`src/rtl/rfm_dbg.sv`:
```
// Debug initiator for the rfm register file: single read/write, full dump and fill.
// RFM_DBG_FILL_EN builds the fill engine; without it a fill command returns rsp_err.
module rfm_dbg #(
  parameter int AW = 4,
  parameter int DW = 32
) (
  input  logic          clk,
  input  logic          reset,
  input  logic          cmd_valid,
  output logic          cmd_ready,
  input  logic [1:0]    cmd_op,
  input  logic [AW-1:0] cmd_addr,
  input  logic [DW-1:0] cmd_data,
  output logic          rsp_valid,
  input  logic          rsp_ready,
  output logic [AW-1:0] rsp_addr,
  output logic [DW-1:0] rsp_data,
  output logic          rsp_last,
  output logic          rsp_err,
  output logic          dbg_active,
  output logic [AW-1:0] rf_ra,
  input  logic [DW-1:0] rf_da,
  output logic [AW-1:0] rf_rd,
  output logic [DW-1:0] rf_din,
  output logic          rf_wen
);

  localparam logic [2:0] S_IDLE = 3'd0;
  localparam logic [2:0] S_RD   = 3'd1;
  localparam logic [2:0] S_RSP  = 3'd2;
  localparam logic [2:0] S_WR   = 3'd3;
  localparam logic [2:0] S_WRSP = 3'd4;
`ifdef RFM_DBG_FILL_EN
  localparam logic [2:0] S_FILL = 3'd5;
`endif

  localparam logic [1:0] OP_READ  = 2'b00;
  localparam logic [1:0] OP_WRITE = 2'b01;
  localparam logic [1:0] OP_DUMP  = 2'b10;

  localparam logic [AW-1:0] LAST_IDX = {AW{1'b1}};

  logic [2:0]    state_q, state_d;
  logic          dump_q, dump_d;
  logic [AW-1:0] ra_q, ra_d;
  logic [AW-1:0] rd_q, rd_d;
  logic [DW-1:0] din_q, din_d;
  logic          wen_q, wen_d;
  logic          rsp_valid_q, rsp_valid_d;
  logic [AW-1:0] rsp_addr_q, rsp_addr_d;
  logic [DW-1:0] rsp_data_q, rsp_data_d;
  logic          rsp_last_q, rsp_last_d;
  logic          rsp_err_q, rsp_err_d;

  always_comb begin
    // NOTE: every _d starts from its _q so no path through this block can infer a latch.
    state_d     = state_q;
    dump_d      = dump_q;
    ra_d        = ra_q;
    rd_d        = rd_q;
    din_d       = din_q;
    wen_d       = wen_q;
    rsp_valid_d = rsp_valid_q;
    rsp_addr_d  = rsp_addr_q;
    rsp_data_d  = rsp_data_q;
    rsp_last_d  = rsp_last_q;
    rsp_err_d   = rsp_err_q;

    case (state_q)
      S_IDLE: begin
        if (cmd_valid) begin
          case (cmd_op)
            OP_READ: begin
              ra_d    = cmd_addr;
              state_d = S_RD;
            end
            OP_WRITE: begin
              rd_d    = cmd_addr;
              din_d   = cmd_data;
              wen_d   = 1'b1;
              state_d = S_WR;
            end
            OP_DUMP: begin
              ra_d    = '0;
              dump_d  = 1'b1;
              state_d = S_RD;
            end
            default: begin
`ifdef RFM_DBG_FILL_EN
              rd_d    = '0;
              din_d   = cmd_data;
              wen_d   = 1'b1;
              state_d = S_FILL;
`else
              rsp_addr_d  = '0;
              rsp_data_d  = '0;
              rsp_last_d  = 1'b1;
              rsp_err_d   = 1'b1;
              rsp_valid_d = 1'b1;
              state_d     = S_WRSP;
`endif
            end
          endcase
        end
      end
      S_RD: begin
        rsp_data_d  = rf_da;
        rsp_addr_d  = ra_q;
        rsp_last_d  = !dump_q || (ra_q == LAST_IDX);
        rsp_err_d   = 1'b0;
        rsp_valid_d = 1'b1;
        state_d     = S_RSP;
      end
      S_RSP: begin
        if (rsp_ready) begin
          rsp_valid_d = 1'b0;
          if (dump_q && !rsp_last_q) begin
            ra_d    = ra_q + AW'(1);
            state_d = S_RD;
          end else begin
            state_d = S_IDLE;
          end
        end
      end
      S_WR: begin
        wen_d       = 1'b0;
        rsp_addr_d  = rd_q;
        rsp_data_d  = din_q;
        rsp_last_d  = 1'b1;
        rsp_err_d   = 1'b0;
        rsp_valid_d = 1'b1;
        state_d     = S_WRSP;
      end
      S_WRSP: begin
        if (rsp_ready) begin
          rsp_valid_d = 1'b0;
          rsp_err_d   = 1'b0;
          state_d     = S_IDLE;
        end
      end
`ifdef RFM_DBG_FILL_EN
      S_FILL: begin
        // rd_q is the register written on the coming edge; stop after the top one.
        if (rd_q == LAST_IDX) begin
          wen_d       = 1'b0;
          rsp_addr_d  = LAST_IDX;
          rsp_data_d  = din_q;
          rsp_last_d  = 1'b1;
          rsp_err_d   = 1'b0;
          rsp_valid_d = 1'b1;
          state_d     = S_WRSP;
        end else begin
          rd_d = rd_q + AW'(1);
        end
      end
`endif
      default: state_d = S_IDLE;
    endcase

    // The rfm port returns to its reset values whenever the block is idle.
    if (state_d == S_IDLE) begin
      dump_d = 1'b0;
      ra_d   = '0;
      rd_d   = '0;
      din_d  = '0;
    end
  end

  // NOTE: sequential state uses non-blocking assignments so all registers sample together.
  always_ff @(posedge clk or negedge reset) begin
    if (!reset) begin
      state_q     <= S_IDLE;
      dump_q      <= 1'b0;
      ra_q        <= '0;
      rd_q        <= '0;
      din_q       <= '0;
      wen_q       <= 1'b0;
      rsp_valid_q <= 1'b0;
      rsp_addr_q  <= '0;
      rsp_data_q  <= '0;
      rsp_last_q  <= 1'b0;
      rsp_err_q   <= 1'b0;
    end else begin
      state_q     <= state_d;
      dump_q      <= dump_d;
      ra_q        <= ra_d;
      rd_q        <= rd_d;
      din_q       <= din_d;
      wen_q       <= wen_d;
      rsp_valid_q <= rsp_valid_d;
      rsp_addr_q  <= rsp_addr_d;
      rsp_data_q  <= rsp_data_d;
      rsp_last_q  <= rsp_last_d;
      rsp_err_q   <= rsp_err_d;
    end
  end

  assign cmd_ready  = (state_q == S_IDLE);
  assign dbg_active = (state_q != S_IDLE);
  assign rf_ra      = ra_q;
  assign rf_rd      = rd_q;
  assign rf_din     = din_q;
  assign rf_wen     = wen_q;
  assign rsp_valid  = rsp_valid_q;
  assign rsp_addr   = rsp_addr_q;
  assign rsp_data   = rsp_data_q;
  assign rsp_last   = rsp_last_q;
  assign rsp_err    = rsp_err_q;

endmodule

```
`config.mk`:
```
export PLATFORM = sky130hd
export DESIGN_NAME = rfm_dbg
export DESIGN_NICKNAME = d
export VERILOG_FILES = /design/src/rtl/rfm_dbg.sv
export SDC_FILE = /design/constraint.sdc
export NUM_CORES = 1
export LEC_CHECK = 0
export CAP_MARGIN = 10
export CORE_AREA = 2 2 101 94
export DETAILED_ROUTE_END_ITERATION = 7
export DIE_AREA = 0 0 103 96
export GPL_TIMING_DRIVEN = 1
export HOLD_SLACK_MARGIN = 0.12
export PLACE_DENSITY = 0.79
export SYNTH_ARGS = -nofsm -noshare
export SYNTH_HDL_FRONTEND = slang
export SYNTH_SLANG_ARGS = --single-unit
```
`constraint.sdc`:
```
create_clock -name clk -period 2.5 [get_ports clk]
set_input_delay 0.25 -clock clk [delete_from_list [all_inputs] [get_ports clk]]
set_output_delay 0.25 -clock clk [all_outputs]
set_load 0.05 [all_outputs]
```
==> results of run 1 <==
worst paths after layout:
kind                                      startpoint                  endpoint  cells after the start
worst min register to register    dump_q$_DFFE_PN0P_      rsp_last$_DFFE_PN0P_                      1
worst max-delay path            state_q[2]$_DFF_PN0_                dbg_active                      2
worst max register to register  state_q[2]$_DFF_PN0_      rf_ra[1]$_DFFE_PN0P_                      4
min in group clk                        cmd_data[27]    rf_din[27]$_DFFE_PN0P_                      3
max in group asynchronous                      reset  rsp_data[13]$_DFFE_PN0P_                      3
worst min-delay path                           reset   rsp_addr[0]$_DFFE_PN0P_                      2
where the power goes:
part	internal [mW]	total (mW)	switching [mW]
clock	0.378	0.846	0.468
sequential	1.76	2.09	0.323
combinational	1.11	3.44	2.33
total	3.25	6.37	3.12
layout by cell type, fill, tap and decap left out, drive strengths merged:
master and n:
a21oi 41, a22oi 36, a2bb2oi 2, a311oi 1, a31oi 3, and2 1, and3 3, buf 12
clkbuf 10, clkdlybuf4s50 153, clkinv 5, dfrtp 84, dlygate4sd3 1, dlymetal6s2s 1, ha 1, inv 39
mux2i 2, nand2 79, nand2b 2, nand3 3, nand3b 1, nand4 1, nand4b 1, nor2 9
nor2b 2, nor3 3, nor3b 2, nor4b 1, nor4bb 1, o21ai 45, o221a 1, o2bb2ai 1
o311ai 1, or3 2, or3b 1, or4b 1
timing repair:
item,in CTS,in global routing
hold buffers,1,0
setup endpoints to repair,0,1
endpoints found under the hold margin,41,0
gates resized for setup,0,1
logic make-up (layout without fill, tap and decap cells):
kind of cell	count (synthesis)	count (layout)
mux	2	2
fa+ha+maj	1	1
compound gates	131	131
simple gates	113	113
flops	84	84
buf+inv	65	221
sequential cells by signal, summed over array words and instances, names as in the netlist:
name and cells:
rf_din 32, rsp_data 32, rf_ra 4, rf_rd 4, rsp_addr 4, state_q 3, dump_q 1, rf_wen 1
rsp_err 1, rsp_last 1, rsp_valid 1
worst reg2reg max path, delay by kind of cell (launching register included):
| family | cells | cell delay, ns |
|---|---|---|
| flip-flops | 1 | 0.65 |
| AND/OR/NAND/NOR | 3 | 0.51 |
| AO/OA/AOI/OAI | 1 | 0.76 |
metal layers:
layer / GRT usage / share of wire / wire length, um / vias up
met2: 0.375 / 0.49 / 5240 / 151
met4: 0.0669 / 0.014 / 155 / 0
met1: 0.307 / 0.43 / 4610 / 1668
met5: 0 / 0 / 0 / -
li1: - / - / - / 1648
met3: 0.0501 / 0.073 / 788 / 15
cell type report:
cell class,instances,area [um^2]
Fill cell,804,3280
Sequential cell,84,2100
Timing Repair Buffer,167,1660
Multi-Input combinational cell,247,1340
Tap cell,122,153
Inverter,39,146
Clock buffer,10,138
Clock inverter,5,28.8
through the flow:
step                 util  instance area [um^2]  instances  power [mW]  hold slack (ns)
global placement    0.609                  5380        658        5.48            0.275
finish              0.629                  5560        674        6.37            0.443
detailed placement  0.609                  5380        658        5.56            0.278
CTS                 0.629                  5560        674        6.42            0.437
global route        0.629                  5560        674        6.72            0.447
floorplan               -                  3700        396        4.28          -0.0456
==> results.md, run 1 <==
- Outcome: finished, final reports clean
- Top cells by count, synth: dfrtp_1 (84), nand2_1 (79), o21ai_0 (45)
- Main synth FF type: dfrtp_1
- Top cells by area, synth: dfrtp_1 (57%), nand2_1 (8.0%), a22oi_1 (7.3%)
- Synth Cell Area: 3700 um^2
- Post-synthesis cell type count: 35
- Simple-gate area share of the yosys netlist: 0.140
- GP Congestion: 0.872
- Drt drc: 0
- Xor/xnor cell area share of the yosys netlist: 0
- Pwr dens: 1150 nW/um^2
- Share of layout cells above drive strength 1: 0.0598
- Worst hold path type: input port to async pin
- CP max stage delay: 0.71 ns
- Final Skew: 0.00836 ns
- Async SR Flop Fraction: 1.00
- Post-CTS Setup Bufs: 0
- Worst slack at placement: 0.309 ns
- Post-synth EDFFs: 0
- Clock-pin slew on the worst setup and hold paths: 0.08 ns
- Max IR drop VDD: 510 uV
- Vias in the first global route: 3512
- Via density per instance: 5.17
- RSZ-0062 raised after global routing: no
- MaxCap Viol Count: 0
- Crit path buf inv count: 1
- DR vias: 3482
- Area Overhead vs Synth: 50.1%
- Routed Antenna Nets: 0
- Critical path's top delay family: buffers and inverters
- Cell Rows: 33
- Most common cell in the netlist: dfrtp_1
- Die Height: 96 um
- Mapped Cells: 396
- Top cell type by total area after synthesis: dfrtp_1
- Global route overflow: 0
- Compound-Gate Fraction of Synth Area: 0.209
- Maximum clock insertion buffer count: 2
- Slowest CP cell: clkdlybuf4s50_1
- Pre-antenna DRT Iters: 4
- Synth warn: 0
- Endpoint class of the critical path: output pin
- Antenna violations before repair: 0
- Avg Inst Size Synth: 9.36 um^2
- Register bit total from synthesis: 84
- CTS sink count: 84
- Nets: 623
- Wire length per cell: 16.0 um
- WS Path Type: register to output pin
- DIE AREA: 9890 um^2
- Tcrit/Tclk final: 0.922
- Die Wd: 103 um
- Worst setup margin: 0.195 ns
- Slew @ Worst Pin: 0.852 ns
- CTS tree: yes
- Max-slew headroom: 0.432
- Top-level I/O count: 156
- WL final: 10800 um
- Yosys top cell area share: 0.567
- Mux cell area share after synthesis: 0.00540
- First-pass GRT wire length: 17600 um
- Crit path required time: 2.25 ns
- Leakage power: 2.28 nW
- Largest net degree at the start of global routing: 44
- Total GRT Usage: 0.229
- Setup violators final: 0
- Clock Tree Root: clkbuf_8
- Max-slew violations: 0
- Crit path cell chain: or3_1 > clkdlybuf4s50_1
- Total CTS buffers: 9
- Share of the yosys chip area belonging to registers: 0.567
- Mapped Nets: 471
- Post-route setup TNS: 0 ns
- Fin. Hold Viols: 0
- R2r setup slk: 0.44 ns
- Main combinational cell family by area after synthesis: compound AO/OA/AOI/OAI gates
- Post-detail-place hpwl: 7800 um
- Startpoint types: register
- DRT iter0 DRCs: 139
- Peak Freq: 434 MHz
- Initial Utilization: 0.419
- H-tree depth: 3
- I/O Buffers: 155
- Core area: 8840 um^2
- Minimum clock period: 2.31 ns
- Ant diodes: 0
- Post-synthesis adder-cell area fraction: 0.00338
- Crit path max fanout: 13
- Worst EP arrival: 2.06 ns
- Worst skew pair latency: 0.34 ns
(Power assumes the default switching activity.)
==> inputs of run 2 (changes only) <==
TNS_END_PERCENT = 50   (was unset)
==> results of run 2 <==
The final DEF is identical to that of run 1; final timing and power are the same.
==> inputs of run 3 (changes only) <==
CORE_AREA = 2 2 79 119   (was 2 2 101 94)
DIE_AREA = 0 0 81 121   (was 0 0 103 96)
==> run 3 against run 2 <==
Cell area is 2.5% higher. Clock power increased by 67%. Power rose by 9.2%. Register-to-register slack hardly changed. Sequential share of layout area fell by 0.93 points. Setup slack better by 0.0088 ns. Critical endpoint unchanged. Largest cell class unchanged. Highest routed layer unchanged.
==> results.md, run 3 (same netlist as run 1, synthesis figures left out) <==
- Clock-pin slew on the worst setup and hold paths: 0.06 ns (-0.02 ns)
- Worst EP arrival: 2.05 ns (about the same)
- CTS tree: yes
- Die Wd: 81 um (-21%)
- Max IR drop VDD: 637 uV (+25%)
- Nets: 622 (-0.16%)
- Tcrit/Tclk final: 0.919 (-0.00353)
- Clock Tree Root: clkbuf_16
- Max-slew violations: 0 (unchanged)
- Placed cell count: 645 (-2.0%)
- Global route overflow: 0 (unchanged)
- DR vias: 3511 (+0.83%)
- Area Overhead vs Synth: 53.8%
- DIE AREA: 9800 um^2 (-0.88%)
- Total GRT Usage: 0.237 (+0.00810)
- Worst hold path type: input port to async pin
- Via density per instance: 5.31 (+2.8%)
- Vias in the first global route: 3450 (-1.8%)
- MaxCap Viol Count: 0 (unchanged)
- H-tree depth: 3 (unchanged)
- Fillcell total: 701 (-13%)
- Peak Freq: 435 MHz (+0.38%)
- Worst skew pair latency: 0.34 ns (about the same)
- Drt drc: 0 (unchanged)
- Leakage power: 2.34 nW (+2.7%)
- Core area: 8720 um^2 (-1.3%)
- Pre-antenna DRT Iters: 4 (unchanged)
- Die Height: 121 um (+26%)
- Ant diodes: 0 (unchanged)
- RSZ-0062 raised after global routing: no
- Initial Utilization: 0.425 (+0.00541)
- Crit path required time: 2.25 ns (about the same)
- R2r setup slk: 0.44 ns (about the same)
- CTS sink count: 84 (unchanged)
- Startpoint types: register
- Wire length per cell: 17.1 um (+6.8%)
- Max-slew headroom: 0.421 (-0.0108)
- Slew @ Worst Pin: 0.868 ns (+0.0161 ns)
- First-pass GRT wire length: 17700 um (+0.55%)
- Endpoint class of the critical path: output pin
- Maximum clock insertion buffer count: 2 (unchanged)
- Largest net degree at the start of global routing: 52 (+18%)
- DRT iter0 DRCs: 224 (+61%)
- Final non-filler cell total: 661 (-1.9%)
- Crit path max fanout: 13 (unchanged)
- Fin. Hold Viols: 0 (unchanged)
- Post-detail-place hpwl: 7960 um (+2.0%)
- Minimum clock period: 2.30 ns (-0.00883 ns)
- Antenna violations before repair: 0 (unchanged)
- Setup violators final: 0 (unchanged)
- I/O Buffers: 155 (unchanged)
- Outcome: finished, final reports clean
- Most common cell after layout, fill and taps aside: clkdlybuf4s50_1
- Routed Antenna Nets: 0 (unchanged)
- GP Congestion: 0.864 (-0.99%)
- Total CTS buffers: 9 (unchanged)
- WS Path Type: register to output pin
- WL final: 11300 um (+4.8%)
- Top-level I/O count: 156 (unchanged)
- Pwr dens: 1220 nW/um^2 (+6.5%)
- Share of layout cells above drive strength 1: 0.0563 (-0.00352)
- Post-route setup TNS: 0 ns (unchanged)
- Cell Rows: 42 (+27%)
- Commonest cells after routing, fill and taps aside: clkdlybuf4s50_1 (153), dfrtp_1 (84), nand2_1 (79)
- Final Skew: 0.00532 ns (-0.00304 ns)
-- run 3: cell count changes in the layout (fill, tap and decap cells not counted), sizes merged --
cell,before,now
clkinv,5,2
bufinv,0,2
buf,12,11
clkbuf,10,11
-- run 3: worst max-delay path: stages (launching register included) --
cell             delay, ns
dfrtp_1               0.55
or3_1                 0.46
clkdlybuf4s50_1       0.71
-- run 3: timing repair --
action | 4_1_cts | 5_1_grt
setup buffers | 0 | 0
hold endpoints to repair | 33 | 0
gates resized for setup | 0 | 1
hold buffers | 1 | 0
setup endpoints to repair | 0 | 1
-- run 3: cell type report --
type,instances,area (um^2),area share
Timing Repair Buffer,166,1660,0.292
Sequential cell,84,2100,0.369
Multi-Input combinational cell,247,1340,0.234
Clock inverter,4,73.8,0.0130
Inverter,39,146,0.0257
Clock buffer,11,243,0.0426
Tap cell,110,138,0.0241
-- run 3: metal layers --
layer	wire length (um)	global-route usage
met3	570	0.0424
met2	6210	0.419
met1	4300	0.279
met4	228	0.0922
met5	0	0
-- run 3: power by group --
part	switching (mW)	total, mW	internal, mW
logic	2.34	3.45	1.12
registers	0.325	2.09	1.77
clock network	0.514	1.41	0.897
total	3.18	6.96	3.78
-- run 3: per-stage QoR --
| stage | setup slack [ns] | area, um^2 | hold WS (ns) | util | power (mW) |
|---|---|---|---|---|---|
| 2_1_floorplan | 0.688 | 3700 | -0.0456 | - | 4.28 |
| 3_5_place_dp | 0.330 | 5370 | 0.231 | 0.616 | 5.56 |
| 5_1_grt | 0.144 | 5700 | 0.455 | 0.653 | 7.30 |
| 3_3_place_gp | 0.361 | 5370 | 0.224 | 0.616 | 5.49 |
| 4_1_cts | 0.0452 | 5700 | 0.417 | 0.653 | 7.00 |
| 6_report | 0.203 | 5700 | 0.401 | 0.653 | 6.96 |
-- run 3: worst paths after layout --
path,from,depth (start not counted),to
setup / recovery,state_q[2]$_DFF_PN0_,2,dbg_active
hold / removal,reset,2,rsp_err$_DFFE_PN0P_
max in group asynchronous,reset,3,rsp_valid$_DFFE_PN0P_
min in group clk,cmd_data[9],3,rf_din[9]$_DFFE_PN0P_
setup reg to reg,state_q[2]$_DFF_PN0_,4,rf_ra[1]$_DFFE_PN0P_
hold reg to reg,dump_q$_DFFE_PN0P_,1,rsp_last$_DFFE_PN0P_
